<file path="src/rtl/reg_bus_arbiter_if.sv">
// Two-requester register-bus arbiter signal bundle.
// The slave modport is the arbiter side. The master modport is the side that drives the requests and the register-block responses.
interface reg_bus_arbiter_if #(
    parameter int unsigned ADDR_WIDTH = 3,
    parameter int unsigned DATA_WIDTH = 32
);
    // requester 0
    logic                  m0_req;
    logic                  m0_req_is_wr;
    logic [ADDR_WIDTH-1:0] m0_addr;
    logic [DATA_WIDTH-1:0] m0_wr_data;
    logic [DATA_WIDTH-1:0] m0_wr_biten;
    logic                  m0_rd_ack;
    logic                  m0_rd_err;
    logic                  m0_wr_ack;
    logic                  m0_wr_err;
    logic [DATA_WIDTH-1:0] m0_rd_data;
    logic                  m0_stall;

    // requester 1
    logic                  m1_req;
    logic                  m1_req_is_wr;
    logic [ADDR_WIDTH-1:0] m1_addr;
    logic [DATA_WIDTH-1:0] m1_wr_data;
    logic [DATA_WIDTH-1:0] m1_wr_biten;
    logic                  m1_rd_ack;
    logic                  m1_rd_err;
    logic                  m1_wr_ack;
    logic                  m1_wr_err;
    logic [DATA_WIDTH-1:0] m1_rd_data;
    logic                  m1_stall;

    // shared register block
    logic                  o_bus_req;
    logic                  o_bus_req_is_wr;
    logic [ADDR_WIDTH-1:0] o_bus_addr;
    logic [DATA_WIDTH-1:0] o_bus_wr_data;
    logic [DATA_WIDTH-1:0] o_bus_wr_biten;
    logic                  i_bus_rd_ack;
    logic                  i_bus_rd_err;
    logic                  i_bus_wr_ack;
    logic                  i_bus_wr_err;
    logic [DATA_WIDTH-1:0] i_bus_rd_data;

    modport slave (
        input  m0_req, m0_req_is_wr, m0_addr, m0_wr_data, m0_wr_biten,
        output m0_rd_ack, m0_rd_err, m0_wr_ack, m0_wr_err, m0_rd_data, m0_stall,
        input  m1_req, m1_req_is_wr, m1_addr, m1_wr_data, m1_wr_biten,
        output m1_rd_ack, m1_rd_err, m1_wr_ack, m1_wr_err, m1_rd_data, m1_stall,
        output o_bus_req, o_bus_req_is_wr, o_bus_addr, o_bus_wr_data, o_bus_wr_biten,
        input  i_bus_rd_ack, i_bus_rd_err, i_bus_wr_ack, i_bus_wr_err, i_bus_rd_data
    );

    modport master (
        output m0_req, m0_req_is_wr, m0_addr, m0_wr_data, m0_wr_biten,
        input  m0_rd_ack, m0_rd_err, m0_wr_ack, m0_wr_err, m0_rd_data, m0_stall,
        output m1_req, m1_req_is_wr, m1_addr, m1_wr_data, m1_wr_biten,
        input  m1_rd_ack, m1_rd_err, m1_wr_ack, m1_wr_err, m1_rd_data, m1_stall,
        input  o_bus_req, o_bus_req_is_wr, o_bus_addr, o_bus_wr_data, o_bus_wr_biten,
        output i_bus_rd_ack, i_bus_rd_err, i_bus_wr_ack, i_bus_wr_err, i_bus_rd_data
    );
endinterface

</file>
<file path="src/rtl/reg_bus_arbiter.sv">
// Two-port round-robin arbiter in front of a single register block.
// Each requester has one pending slot. One request is in flight at a time.
// Completion is routed back to the owner as a one-cycle pulse.
// Optional no-ack timeout: define REG_BUS_ARB_TIMEOUT_EN.
module reg_bus_arbiter #(
    parameter int unsigned ADDR_WIDTH     = 3,
    parameter int unsigned DATA_WIDTH     = 32,
    parameter int unsigned TIMEOUT_CYCLES = 16
) (
    input  logic             clk,
    input  logic             rst,
    reg_bus_arbiter_if.slave bus
);
    localparam int unsigned NPORTS = 2;

    typedef enum logic [1:0] {
        IDLE  = 2'd0,
        ISSUE = 2'd1,
        WAIT  = 2'd2
    } state_t;

    typedef struct packed {
        logic                  is_wr;
        logic [ADDR_WIDTH-1:0] addr;
        logic [DATA_WIDTH-1:0] wr_data;
        logic [DATA_WIDTH-1:0] wr_biten;
    } slot_t;

    // Request inputs gathered per port.
    logic [NPORTS-1:0] req_c;
    slot_t             req_slot_c [NPORTS];

    assign req_c         = {bus.m1_req, bus.m0_req};
    assign req_slot_c[0] = {bus.m0_req_is_wr, bus.m0_addr, bus.m0_wr_data, bus.m0_wr_biten};
    assign req_slot_c[1] = {bus.m1_req_is_wr, bus.m1_addr, bus.m1_wr_data, bus.m1_wr_biten};

    state_t                state_q;
    logic [NPORTS-1:0]     pend_q;
    slot_t                 slot_q [NPORTS];
    logic                  gnt_q;
    logic                  ptr_q;
    logic                  bus_req_q;
    slot_t                 bus_slot_q;
    logic [NPORTS-1:0]     rd_ack_q;
    logic [NPORTS-1:0]     rd_err_q;
    logic [NPORTS-1:0]     wr_ack_q;
    logic [NPORTS-1:0]     wr_err_q;
    logic [DATA_WIDTH-1:0] rd_data_q [NPORTS];

    logic ack_c;
    logic busy_c;
    logic accept_c;
    logic timeout_c;
    logic done_c;
    logic gnt_d;

    // Acks only count while a request is outstanding.
    assign ack_c    = bus.i_bus_rd_ack | bus.i_bus_wr_ack;
    assign busy_c   = (state_q == ISSUE) || (state_q == WAIT);
    assign accept_c = busy_c && ack_c;
    assign done_c   = accept_c || timeout_c;

    // When both ports are pending, the pointer picks one. Otherwise the single pending port wins.
    assign gnt_d = (&pend_q) ? ptr_q : pend_q[1];

`ifdef REG_BUS_ARB_TIMEOUT_EN
    localparam int unsigned CNT_WIDTH = 8;

    logic [CNT_WIDTH-1:0] cnt_q;

    // The counter holds the number of cycles spent in flight. The ISSUE cycle counts as 1.
    // An ack in the same cycle as the limit is reached takes priority over the timeout.
    assign timeout_c = busy_c && !ack_c && (cnt_q == CNT_WIDTH'(TIMEOUT_CYCLES));

    // Load on grant, then count each in-flight cycle that does not complete.
    always_ff @(posedge clk or posedge rst) begin
        if (rst) begin
            cnt_q <= '0;
        end else if ((state_q == IDLE) && (|pend_q)) begin
            cnt_q <= CNT_WIDTH'(1);
        end else if (busy_c && !done_c) begin
            cnt_q <= cnt_q + CNT_WIDTH'(1);
        end
    end
`else
    assign timeout_c = 1'b0;
`endif

    // Per-port pending slot: capture when free, release on completion of that port.
    for (genvar g = 0; g < NPORTS; g++) begin : g_slot
        always_ff @(posedge clk or posedge rst) begin
            if (rst) begin
                pend_q[g] <= 1'b0;
                slot_q[g] <= '0;
            end else if (done_c && (gnt_q == 1'(g))) begin
                pend_q[g] <= 1'b0;
            end else if (req_c[g] && !pend_q[g]) begin
                pend_q[g] <= 1'b1;
                slot_q[g] <= req_slot_c[g];
            end
        end
    end

    // Arbitration FSM and the registered register-block request.
    always_ff @(posedge clk or posedge rst) begin
        if (rst) begin
            state_q    <= IDLE;
            gnt_q      <= 1'b0;
            ptr_q      <= 1'b0;
            bus_req_q  <= 1'b0;
            bus_slot_q <= '0;
        end else begin
            bus_req_q <= 1'b0;
            case (state_q)
                IDLE: begin
                    if (|pend_q) begin
                        state_q    <= ISSUE;
                        gnt_q      <= gnt_d;
                        bus_req_q  <= 1'b1;
                        bus_slot_q <= slot_q[gnt_d];
                        // The pointer only moves after a contested grant.
                        if (&pend_q) begin
                            ptr_q <= ~gnt_d;
                        end
                    end
                end
                ISSUE, WAIT: begin
                    if (done_c) begin
                        state_q    <= IDLE;
                        bus_slot_q <= '0;
                    end else begin
                        state_q <= WAIT;
                    end
                end
                default: begin
                    state_q <= IDLE;
                end
            endcase
        end
    end

    // One-cycle completion pulse to the owning port. Read data is driven only with rd_ack.
    always_ff @(posedge clk or posedge rst) begin
        if (rst) begin
            rd_ack_q     <= '0;
            rd_err_q     <= '0;
            wr_ack_q     <= '0;
            wr_err_q     <= '0;
            rd_data_q[0] <= '0;
            rd_data_q[1] <= '0;
        end else begin
            rd_ack_q     <= '0;
            rd_err_q     <= '0;
            wr_ack_q     <= '0;
            wr_err_q     <= '0;
            rd_data_q[0] <= '0;
            rd_data_q[1] <= '0;
            if (accept_c) begin
                rd_ack_q[gnt_q]  <= bus.i_bus_rd_ack;
                rd_err_q[gnt_q]  <= bus.i_bus_rd_err;
                wr_ack_q[gnt_q]  <= bus.i_bus_wr_ack;
                wr_err_q[gnt_q]  <= bus.i_bus_wr_err;
                rd_data_q[gnt_q] <= bus.i_bus_rd_ack ? bus.i_bus_rd_data : '0;
            end else if (timeout_c) begin
                if (bus_slot_q.is_wr) begin
                    wr_ack_q[gnt_q] <= 1'b1;
                    wr_err_q[gnt_q] <= 1'b1;
                end else begin
                    rd_ack_q[gnt_q] <= 1'b1;
                    rd_err_q[gnt_q] <= 1'b1;
                end
            end
        end
    end

    assign bus.m0_rd_ack  = rd_ack_q[0];
    assign bus.m0_rd_err  = rd_err_q[0];
    assign bus.m0_wr_ack  = wr_ack_q[0];
    assign bus.m0_wr_err  = wr_err_q[0];
    assign bus.m0_rd_data = rd_data_q[0];
    assign bus.m0_stall   = pend_q[0];

    assign bus.m1_rd_ack  = rd_ack_q[1];
    assign bus.m1_rd_err  = rd_err_q[1];
    assign bus.m1_wr_ack  = wr_ack_q[1];
    assign bus.m1_wr_err  = wr_err_q[1];
    assign bus.m1_rd_data = rd_data_q[1];
    assign bus.m1_stall   = pend_q[1];

    assign bus.o_bus_req       = bus_req_q;
    assign bus.o_bus_req_is_wr = bus_slot_q.is_wr;
    assign bus.o_bus_addr      = bus_slot_q.addr;
    assign bus.o_bus_wr_data   = bus_slot_q.wr_data;
    assign bus.o_bus_wr_biten  = bus_slot_q.wr_biten;
endmodule

</file>
<file path="src/flat_wrapper.sv">
// flat-port wrapper written by rule: the top's interface ports become plain ports
module reg_bus_arbiter_flat 
#(
    parameter int unsigned ADDR_WIDTH     = 3,
    parameter int unsigned DATA_WIDTH     = 32,
    parameter int unsigned TIMEOUT_CYCLES = 16
)
  (clk, rst, bus_m0_req, bus_m0_req_is_wr, bus_m0_addr, bus_m0_wr_data, bus_m0_wr_biten, bus_m0_rd_ack, bus_m0_rd_err, bus_m0_wr_ack, bus_m0_wr_err, bus_m0_rd_data, bus_m0_stall, bus_m1_req, bus_m1_req_is_wr, bus_m1_addr, bus_m1_wr_data, bus_m1_wr_biten, bus_m1_rd_ack, bus_m1_rd_err, bus_m1_wr_ack, bus_m1_wr_err, bus_m1_rd_data, bus_m1_stall, bus_o_bus_req, bus_o_bus_req_is_wr, bus_o_bus_addr, bus_o_bus_wr_data, bus_o_bus_wr_biten, bus_i_bus_rd_ack, bus_i_bus_rd_err, bus_i_bus_wr_ack, bus_i_bus_wr_err, bus_i_bus_rd_data);
  reg_bus_arbiter_if #(.ADDR_WIDTH(ADDR_WIDTH), .DATA_WIDTH(DATA_WIDTH)) bus_i ();
  input  logic clk;
  input  logic rst;
  input wire logic [$bits(bus_i.m0_req)-1:0] bus_m0_req;
  input wire logic [$bits(bus_i.m0_req_is_wr)-1:0] bus_m0_req_is_wr;
  input wire logic [$bits(bus_i.m0_addr)-1:0] bus_m0_addr;
  input wire logic [$bits(bus_i.m0_wr_data)-1:0] bus_m0_wr_data;
  input wire logic [$bits(bus_i.m0_wr_biten)-1:0] bus_m0_wr_biten;
  output wire logic [$bits(bus_i.m0_rd_ack)-1:0] bus_m0_rd_ack;
  output wire logic [$bits(bus_i.m0_rd_err)-1:0] bus_m0_rd_err;
  output wire logic [$bits(bus_i.m0_wr_ack)-1:0] bus_m0_wr_ack;
  output wire logic [$bits(bus_i.m0_wr_err)-1:0] bus_m0_wr_err;
  output wire logic [$bits(bus_i.m0_rd_data)-1:0] bus_m0_rd_data;
  output wire logic [$bits(bus_i.m0_stall)-1:0] bus_m0_stall;
  input wire logic [$bits(bus_i.m1_req)-1:0] bus_m1_req;
  input wire logic [$bits(bus_i.m1_req_is_wr)-1:0] bus_m1_req_is_wr;
  input wire logic [$bits(bus_i.m1_addr)-1:0] bus_m1_addr;
  input wire logic [$bits(bus_i.m1_wr_data)-1:0] bus_m1_wr_data;
  input wire logic [$bits(bus_i.m1_wr_biten)-1:0] bus_m1_wr_biten;
  output wire logic [$bits(bus_i.m1_rd_ack)-1:0] bus_m1_rd_ack;
  output wire logic [$bits(bus_i.m1_rd_err)-1:0] bus_m1_rd_err;
  output wire logic [$bits(bus_i.m1_wr_ack)-1:0] bus_m1_wr_ack;
  output wire logic [$bits(bus_i.m1_wr_err)-1:0] bus_m1_wr_err;
  output wire logic [$bits(bus_i.m1_rd_data)-1:0] bus_m1_rd_data;
  output wire logic [$bits(bus_i.m1_stall)-1:0] bus_m1_stall;
  output wire logic [$bits(bus_i.o_bus_req)-1:0] bus_o_bus_req;
  output wire logic [$bits(bus_i.o_bus_req_is_wr)-1:0] bus_o_bus_req_is_wr;
  output wire logic [$bits(bus_i.o_bus_addr)-1:0] bus_o_bus_addr;
  output wire logic [$bits(bus_i.o_bus_wr_data)-1:0] bus_o_bus_wr_data;
  output wire logic [$bits(bus_i.o_bus_wr_biten)-1:0] bus_o_bus_wr_biten;
  input wire logic [$bits(bus_i.i_bus_rd_ack)-1:0] bus_i_bus_rd_ack;
  input wire logic [$bits(bus_i.i_bus_rd_err)-1:0] bus_i_bus_rd_err;
  input wire logic [$bits(bus_i.i_bus_wr_ack)-1:0] bus_i_bus_wr_ack;
  input wire logic [$bits(bus_i.i_bus_wr_err)-1:0] bus_i_bus_wr_err;
  input wire logic [$bits(bus_i.i_bus_rd_data)-1:0] bus_i_bus_rd_data;
  assign bus_i.m0_req = bus_m0_req;
  assign bus_i.m0_req_is_wr = bus_m0_req_is_wr;
  assign bus_i.m0_addr = bus_m0_addr;
  assign bus_i.m0_wr_data = bus_m0_wr_data;
  assign bus_i.m0_wr_biten = bus_m0_wr_biten;
  assign bus_m0_rd_ack = bus_i.m0_rd_ack;
  assign bus_m0_rd_err = bus_i.m0_rd_err;
  assign bus_m0_wr_ack = bus_i.m0_wr_ack;
  assign bus_m0_wr_err = bus_i.m0_wr_err;
  assign bus_m0_rd_data = bus_i.m0_rd_data;
  assign bus_m0_stall = bus_i.m0_stall;
  assign bus_i.m1_req = bus_m1_req;
  assign bus_i.m1_req_is_wr = bus_m1_req_is_wr;
  assign bus_i.m1_addr = bus_m1_addr;
  assign bus_i.m1_wr_data = bus_m1_wr_data;
  assign bus_i.m1_wr_biten = bus_m1_wr_biten;
  assign bus_m1_rd_ack = bus_i.m1_rd_ack;
  assign bus_m1_rd_err = bus_i.m1_rd_err;
  assign bus_m1_wr_ack = bus_i.m1_wr_ack;
  assign bus_m1_wr_err = bus_i.m1_wr_err;
  assign bus_m1_rd_data = bus_i.m1_rd_data;
  assign bus_m1_stall = bus_i.m1_stall;
  assign bus_o_bus_req = bus_i.o_bus_req;
  assign bus_o_bus_req_is_wr = bus_i.o_bus_req_is_wr;
  assign bus_o_bus_addr = bus_i.o_bus_addr;
  assign bus_o_bus_wr_data = bus_i.o_bus_wr_data;
  assign bus_o_bus_wr_biten = bus_i.o_bus_wr_biten;
  assign bus_i.i_bus_rd_ack = bus_i_bus_rd_ack;
  assign bus_i.i_bus_rd_err = bus_i_bus_rd_err;
  assign bus_i.i_bus_wr_ack = bus_i_bus_wr_ack;
  assign bus_i.i_bus_wr_err = bus_i_bus_wr_err;
  assign bus_i.i_bus_rd_data = bus_i_bus_rd_data;
  reg_bus_arbiter #(.ADDR_WIDTH(ADDR_WIDTH), .DATA_WIDTH(DATA_WIDTH), .TIMEOUT_CYCLES(TIMEOUT_CYCLES)) u_core (.clk(clk), .rst(rst), .bus(bus_i));
endmodule
</file>
<file path="config.mk">
export PLATFORM = sky130hd
export DESIGN_NAME = reg_bus_arbiter_flat
export DESIGN_NICKNAME = d
export VERILOG_FILES = /design/src/rtl/reg_bus_arbiter_if.sv /design/src/rtl/reg_bus_arbiter.sv /design/src/flat_wrapper.sv
export SDC_FILE = /design/constraint.sdc
export NUM_CORES = 1
export LEC_CHECK = 0
export ABC_AREA = 1
export CAP_MARGIN = 40
export CORE_AREA = 4 4 170 172
export DETAILED_ROUTE_END_ITERATION = 8
export DIE_AREA = 0 0 174 176
export GPL_TIMING_DRIVEN = 0
export PLACE_DENSITY = 0.69
export SLEW_MARGIN = 5
export SYNTH_ARGS = -nofsm -noshare
export SYNTH_HDL_FRONTEND = slang
export SYNTH_SLANG_ARGS = --single-unit
</file>
<file path="constraint.sdc">
create_clock -name clk -period 21.8 [get_ports clk]
set_clock_uncertainty 0.15 [all_clocks]
set_input_delay 4.36 -clock clk [delete_from_list [all_inputs] [get_ports clk]]
set_output_delay 4.36 -clock clk [all_outputs]
set_load 0.01 [all_outputs]
</file>
==> summary.txt, run 1 <==
# setup viols final -> 0
Leak Pwr -> 8.41 nW
average footprint of a synthesized cell -> 8.66 um2
overall global routing resource usage -> 0.227
initial core utilization -> 0.422
highest-count cells in the layout ignoring fill and taps -> sky130_fd_sc_hd__nand2_1 (549), sky130_fd_sc_hd__clkdlybuf4s50_1 (318), sky130_fd_sc_hd__dfrtp_1 (283)
CP Launch Type -> flop
Max Freq -> 0.161 GHz
Sinks on Clock Net -> 283
number of detailed-routing iterations run before antenna repair -> 5
transition at the pin with the smallest max-transition slack -> 0.677 ns
final count of hold timing violations -> 0
latest clock arrival within the worst-skew pair -> 0.57 ns
share of total power in sequential cells -> 0.361
fraction of layout cells with a size suffix above 1 -> 0.0687
number of distinct library cells after synthesis -> 19
worst-case hold slack -> 0.321 ns
number of buffers added to fix hold violations after cts -> 0
area growth from synthesis to layout -> 40.5%
Int Pwr -> 1.36 mW
Yosys reg bits -> 283
number of buffers added by the clock tree synthesis step -> 31
post-CTS setup buffer count -> 0
portion of the clock cycle consumed by the worst path in the final layout -> 0.284
result of the run -> finished, final reports clean
combinational family with the most area after synthesis -> simple AND/OR/NAND/NOR gates
core area -> 0.0275 mm2
kind of critical path -> reg2out
Net Sw Frac -> 0.389
post-placement worst setup slack -> 15.30 ns
CP max stage cell -> sky130_fd_sc_hd__clkdlybuf4s50_1
Syn Nets -> 1,518
synthesized-area fraction occupied by adder cells -> 0.00216
Crit path largest cell delay -> 0.64 ns
worst slew margin relative to its limit -> 0.549
DRC Markers -> 0
routed vias/inst -> 4.89
commonest non-fill, non-tap cell in the layout -> sky130_fd_sc_hd__nand2_1
Final HPWL DP -> 25,700 um
Total Die Area -> 0.0306 mm2
drt first-iter violations -> 864
vias post-DR -> 10,100
Warnings, synthesis -> 0
flop-to-flop setup slack -> 19.47 ns
CP max FO -> 6
share of the synthesized area in compound gates (AO/OA/AOI/OAI) -> 0.00226
simple logic cell fraction of the synthesized area -> 0.327
Top Ports -> 319
routed length per placed instance -> 17.1 um
maximum root-to-sink buffer count -> 3
post-synthesis instance area -> 0.0116 mm2
source of the worst hold timing path -> u_core.slot_q[101]
cell depth of the worst hold path -> 2
initial antenna violation count -> 1
net count reported at finish -> 1,871
residual antenna-violating net count after detailed routing -> 0
Resized Gates After CTS -> 0
part of the power in the clock network -> 0.233
Max Transition Viols Final -> 0
worst vdd rail ir drop -> 0.0000719 V
mux contribution to synthesized area -> 0
xor-xnor portion of the synthesized cell area -> 0.000755
critical-path cell list -> clkdlybuf4s50_1
core occupancy in the finished layout -> 0.593
worst min-delay path category -> reg2reg
switching component of the power -> 0.867 mW
data arrival time of the worst path -> 1.69 ns
depth of the most critical reg-to-reg path -> 10
total number of H-tree levels -> 1
clock transition at the register clock pins on the worst setup and hold paths after CTS -> 0.06 ns
gate family responsible for the most delay along the worst path -> buffers and inverters
Power Density -> 137 mW/mm2
Placer Congestion -> 0.828
minimum period implied by the final worst setup slack -> 6.20 ns
Required @ worst endpoint -> 17.29 ns
Max-cap violations -> 0
count of buffers from port buffering -> 318
destination of the worst register-to-register timing path -> u_core.slot_q[73]
# rows -> 61
fin worst setup slack -> 15.60 ns
fraction of power consumed by combinational cells -> 0.406
horizontal extent of the die -> 174 um
Setup TNS Final -> 0 ns
wire length of the first global-routing pass -> 55,700 um
sum of routed wire length over all layers -> 35,400 um
sequential cell area fraction in the yosys report -> 0.610
vias in the first global route -> 10,300
endpoint type of the worst setup path -> output pin
largest net degree at the start of global routing -> 110
vertical extent of the die -> 176 um
start of the worst register-to-register path -> u_core.state_q[0]
count of buffering cells on the critical path with inverters included -> 1
Cells after Synth -> 1,340
Remaining Overflow, GRT -> 0
TritonCTS clock tree -> built
RSZ-0062 raised after global routing -> no
library cell used as clock root buffer -> sky130_fd_sc_hd__clkbuf_16
endpoint of the worst hold-timing path -> u_core.slot_q[101]
==> cells by family after synthesis <==
kind of cell / after synthesis
simple gates: 907
compound gates: 5
buf+inv: 142
fa+ha+maj: 2
xor+xnor: 1
flops: 283
==> area by class of cell <==
type / count / area, um2
fill: 2357 / 11200
sequential: 283 / 7080
multi-input combinational: 915 / 3860
timing repair buffer: 320 / 3240
clock buffer: 44 / 915
buffer: 91 / 475
tap: 346 / 433
inverter: 51 / 199
clock inverter: 13 / 105
antenna: 1 / 2.50
==> worst min-delay path, cell delays in order, from the launching register on <==
cell                      delay (ns)
sky130_fd_sc_hd__dfrtp_1        0.34
sky130_fd_sc_hd__nand2_1        0.05
sky130_fd_sc_hd__nand2_1        0.05
==> routing by layer <==
metal  share of wire  up-vias  global-route usage
met5         0.00051        -                   0
met4           0.030        2              0.0673
met3           0.059       68              0.0469
met2            0.48      315               0.381
met1            0.43     4782               0.301
li1                -     4931                   -
==> synth_stat cells (all sizes together) <==
cell / instances / area, um2
xor2: 1 / 8.76
nand2: 556 / 2100
inv: 51 / 191
dfrtp: 283 / 7080
a31oi: 1 / 6.26
nor2: 76 / 315
ha: 2 / 25.0
buf: 55 / 340
a21oi: 1 / 5.00
nand3: 275 / 1380
clkbuf: 36 / 135
o21ai: 3 / 15.0
==> power groups by stage <==
stage               Sequential, mW  Clock, mW  Combinational [mW]
finish                       0.805      0.520               0.907
global route                 0.826      0.553                1.02
CTS                          0.804      0.528               0.919
detailed placement           0.811          0               0.912
global placement             0.807          0               0.894
floorplan                    0.822          0               0.537
==> state kept, by name (all words and copies together), names as in the netlist <==
register                    cells
u_core.wr_err_q                 2
u_core.gnt_q                    1
u_core.bus.m1_rd_data          32
u_core.bus.o_bus_wr_biten      32
u_core.state_q                  2
u_core.bus.m0_rd_data          32
u_core.bus.m0_stall             1
u_core.wr_ack_q                 2
u_core.bus.o_bus_req_is_wr      1
u_core.bus.m1_stall             1
u_core.bus.o_bus_wr_data       32
u_core.slot_q                 136
u_core.bus.o_bus_addr           3
u_core.rd_ack_q                 2
u_core.ptr_q                    1
u_core.rd_err_q                 2
u_core.bus.o_bus_req            1
==> metrics by stage <==
stage | cells | cell area (um2) | power [mW]
2_1_floorplan | 1340 | 11600 | 1.36
3_3_place_gp | 2004 | 15200 | 1.70
3_5_place_dp | 2006 | 15300 | 1.72
4_1_cts | 2063 | 16300 | 2.25
5_1_grt | 2063 | 16300 | 2.40
6_report | 2064 | 16300 | 2.23
==> how the worst max path moves through the flow <==
stage / slack [ns] / start / endpoint / cells after the start
after CTS: 15.58 / u_core.bus.m0_stall / bus_m0_stall / 1
after global routing: 15.56 / u_core.bus.m0_stall / bus_m0_stall / 1
after global placement: 5.99 / rst / u_core.bus.o_bus_wr_biten[0] / 2
final: 15.60 / u_core.bus.m0_stall / bus_m0_stall / 1
after floorplan: 9.48 / rst / u_core.bus.m0_rd_data[0] / 1
after detailed placement: 15.30 / rst / u_core.bus.o_bus_wr_biten[0] / 4
Note: power is estimated with default switching activity, not from simulation.
==> run 2: changes to the inputs <==
--- a/config.mk
+++ b/config.mk
@@ -11,7 +11,7 @@
 export DETAILED_ROUTE_END_ITERATION = 8
 export DIE_AREA = 0 0 174 176
 export GPL_TIMING_DRIVEN = 0
-export PLACE_DENSITY = 0.69
+export PLACE_DENSITY = 0.72
 export SLEW_MARGIN = 5
 export SYNTH_ARGS = -nofsm -noshare
 export SYNTH_HDL_FRONTEND = slang
==> constraint.sdc (replaced) <==
create_clock -name clk -period 5.4 [get_ports clk]
set_clock_uncertainty 0.15 [all_clocks]
set_input_delay 1.08 -clock clk [delete_from_list [all_inputs] [get_ports clk]]
set_output_delay 1.08 -clock clk [all_outputs]
set_load 0.01 [all_outputs]
==> summary.txt, run 2 (synthesized netlist as in run 1, its figures left out) <==
DRC Markers -> 0
start of the worst register-to-register path -> u_core.state_q[1]
maximum root-to-sink buffer count -> 3
wire length of the first global-routing pass -> 56,200 um
data arrival time of the worst path -> 1.68 ns
vias post-DR -> 10,200
endpoint type of the worst setup path -> output pin
initial core utilization -> 0.422
# rows -> 61
Sinks on Clock Net -> 283
area growth from synthesis to layout -> 41.3%
final standard cell area without fillers -> 0.0164 mm2
net count reported at finish -> 1,876
critical-path cell list -> clkdlybuf4s50_1
initial antenna violation count -> 3
core occupancy in the finished layout -> 0.597
Max-cap violations -> 0
residual antenna-violating net count after detailed routing -> 0
clock transition at the register clock pins on the worst setup and hold paths after CTS -> 0.06 ns
Post-Place Cell Area -> 0.0154 mm2
worst-case hold slack -> 0.322 ns
library cell used as clock root buffer -> sky130_fd_sc_hd__clkbuf_16
Required @ worst endpoint -> 4.17 ns
crit path launch -> u_core.bus.m0_stall
CP max stage cell -> sky130_fd_sc_hd__clkdlybuf4s50_1
post-CTS setup buffer count -> 0
Placer Congestion -> 0.842
latest clock arrival within the worst-skew pair -> 0.55 ns
minimum period implied by the final worst setup slack -> 2.91 ns
highest-count cells in the layout ignoring fill and taps -> sky130_fd_sc_hd__nand2_1 (549), sky130_fd_sc_hd__clkdlybuf4s50_1 (318), sky130_fd_sc_hd__dfrtp_1 (283)
commonest non-fill, non-tap cell in the layout -> sky130_fd_sc_hd__nand2_1
Setup TNS Final -> 0 ns
largest net degree at the start of global routing -> 39
total number of H-tree levels -> 1
final count of hold timing violations -> 0
vertical extent of the die -> 176 um
worst min-delay path category -> reg2reg
Top Ports -> 319
portion of the clock cycle consumed by the worst path in the final layout -> 0.538
post-placement worst setup slack -> 2.19 ns
worst vdd rail ir drop -> 0.000280 V
placed cells -> 2,012
fraction of layout cells with a size suffix above 1 -> 0.0685
TritonCTS clock tree -> built
number of buffers added to fix hold violations after cts -> 0
routed length per placed instance -> 17.2 um
Remaining Overflow, GRT -> 0
filler-free cell count of the finished design -> 2,069
Max Transition Viols Final -> 0
Total Die Area -> 0.0306 mm2
routed vias/inst -> 4.91
kind of critical path -> reg2out
RSZ-0062 raised after global routing -> no
max FFs per register -> 136
number of detailed-routing iterations run before antenna repair -> 5
post-route total power -> 9.03 mW
# setup viols final -> 0
register name with the most flops -> u_core.slot_q
drt first-iter violations -> 742
CP Launch Type -> flop
number of buffers added by the clock tree synthesis step -> 30
fin worst setup slack -> 2.49 ns
Final HPWL DP -> 26,600 um
horizontal extent of the die -> 174 um
vias in the first global route -> 10,300
Max Freq -> 0.344 GHz
Resized Gates After CTS -> 0
worst slew margin relative to its limit -> 0.532
result of the run -> finished, final reports clean
core area -> 0.0275 mm2
CP max FO -> 6
Power Density -> 551 mW/mm2
source of the worst hold timing path -> u_core.slot_q[13]
count of buffers from port buffering -> 318
overall global routing resource usage -> 0.229
Crit path largest cell delay -> 0.65 ns
sum of routed wire length over all layers -> 35,600 um
count of buffering cells on the critical path with inverters included -> 1
gate family responsible for the most delay along the worst path -> buffers and inverters
transition at the pin with the smallest max-transition slack -> 0.702 ns
Leak Pwr -> 8.44 nW
## run 2: worst min-delay path: stages, from the launching register on
cell and delay, ns:
sky130_fd_sc_hd__dfrtp_1 0.34, sky130_fd_sc_hd__nand2_1 0.05, sky130_fd_sc_hd__nand2_1 0.05
## run 2: cell type report
| type | instances | area [um2] |
|---|---|---|
| Multi-Input combinational cell | 915 | 3860 |
| Fill cell | 2377 | 11100 |
| Antenna cell | 1 | 2.50 |
| Tap cell | 346 | 433 |
| Buffer | 91 | 475 |
| Clock buffer | 48 | 920 |
| Timing Repair Buffer | 326 | 3340 |
| Inverter | 51 | 195 |
| Sequential cell | 283 | 7080 |
| Clock inverter | 8 | 95.1 |
## run 2: final timing paths
path,endpoint,slack (ns),cells after the start
min in group asynchronous,u_core.slot_q[105],0.74,2
worst min-delay path,u_core.slot_q[13],0.32,2
worst max-delay path,bus_m0_stall,2.49,1
max in group asynchronous,u_core.slot_q[82],3.32,5
worst max register to register,u_core.slot_q[75],3.02,10
worst min register to register,u_core.slot_q[13],0.32,2
## run 2: power breakdown
group,internal [mW],switching [mW]
logic,1.42,2.26
clock network,1.26,0.840
registers,2.87,0.383
## run 2: layer usage
metal  track usage  share of wire  vias to the layer above
met4        0.0541          0.021                        4
met5             0        0.00076                        -
met2         0.395           0.50                      300
met3        0.0323          0.051                       51
li1              -              -                     4933
met1         0.310           0.43                     4869
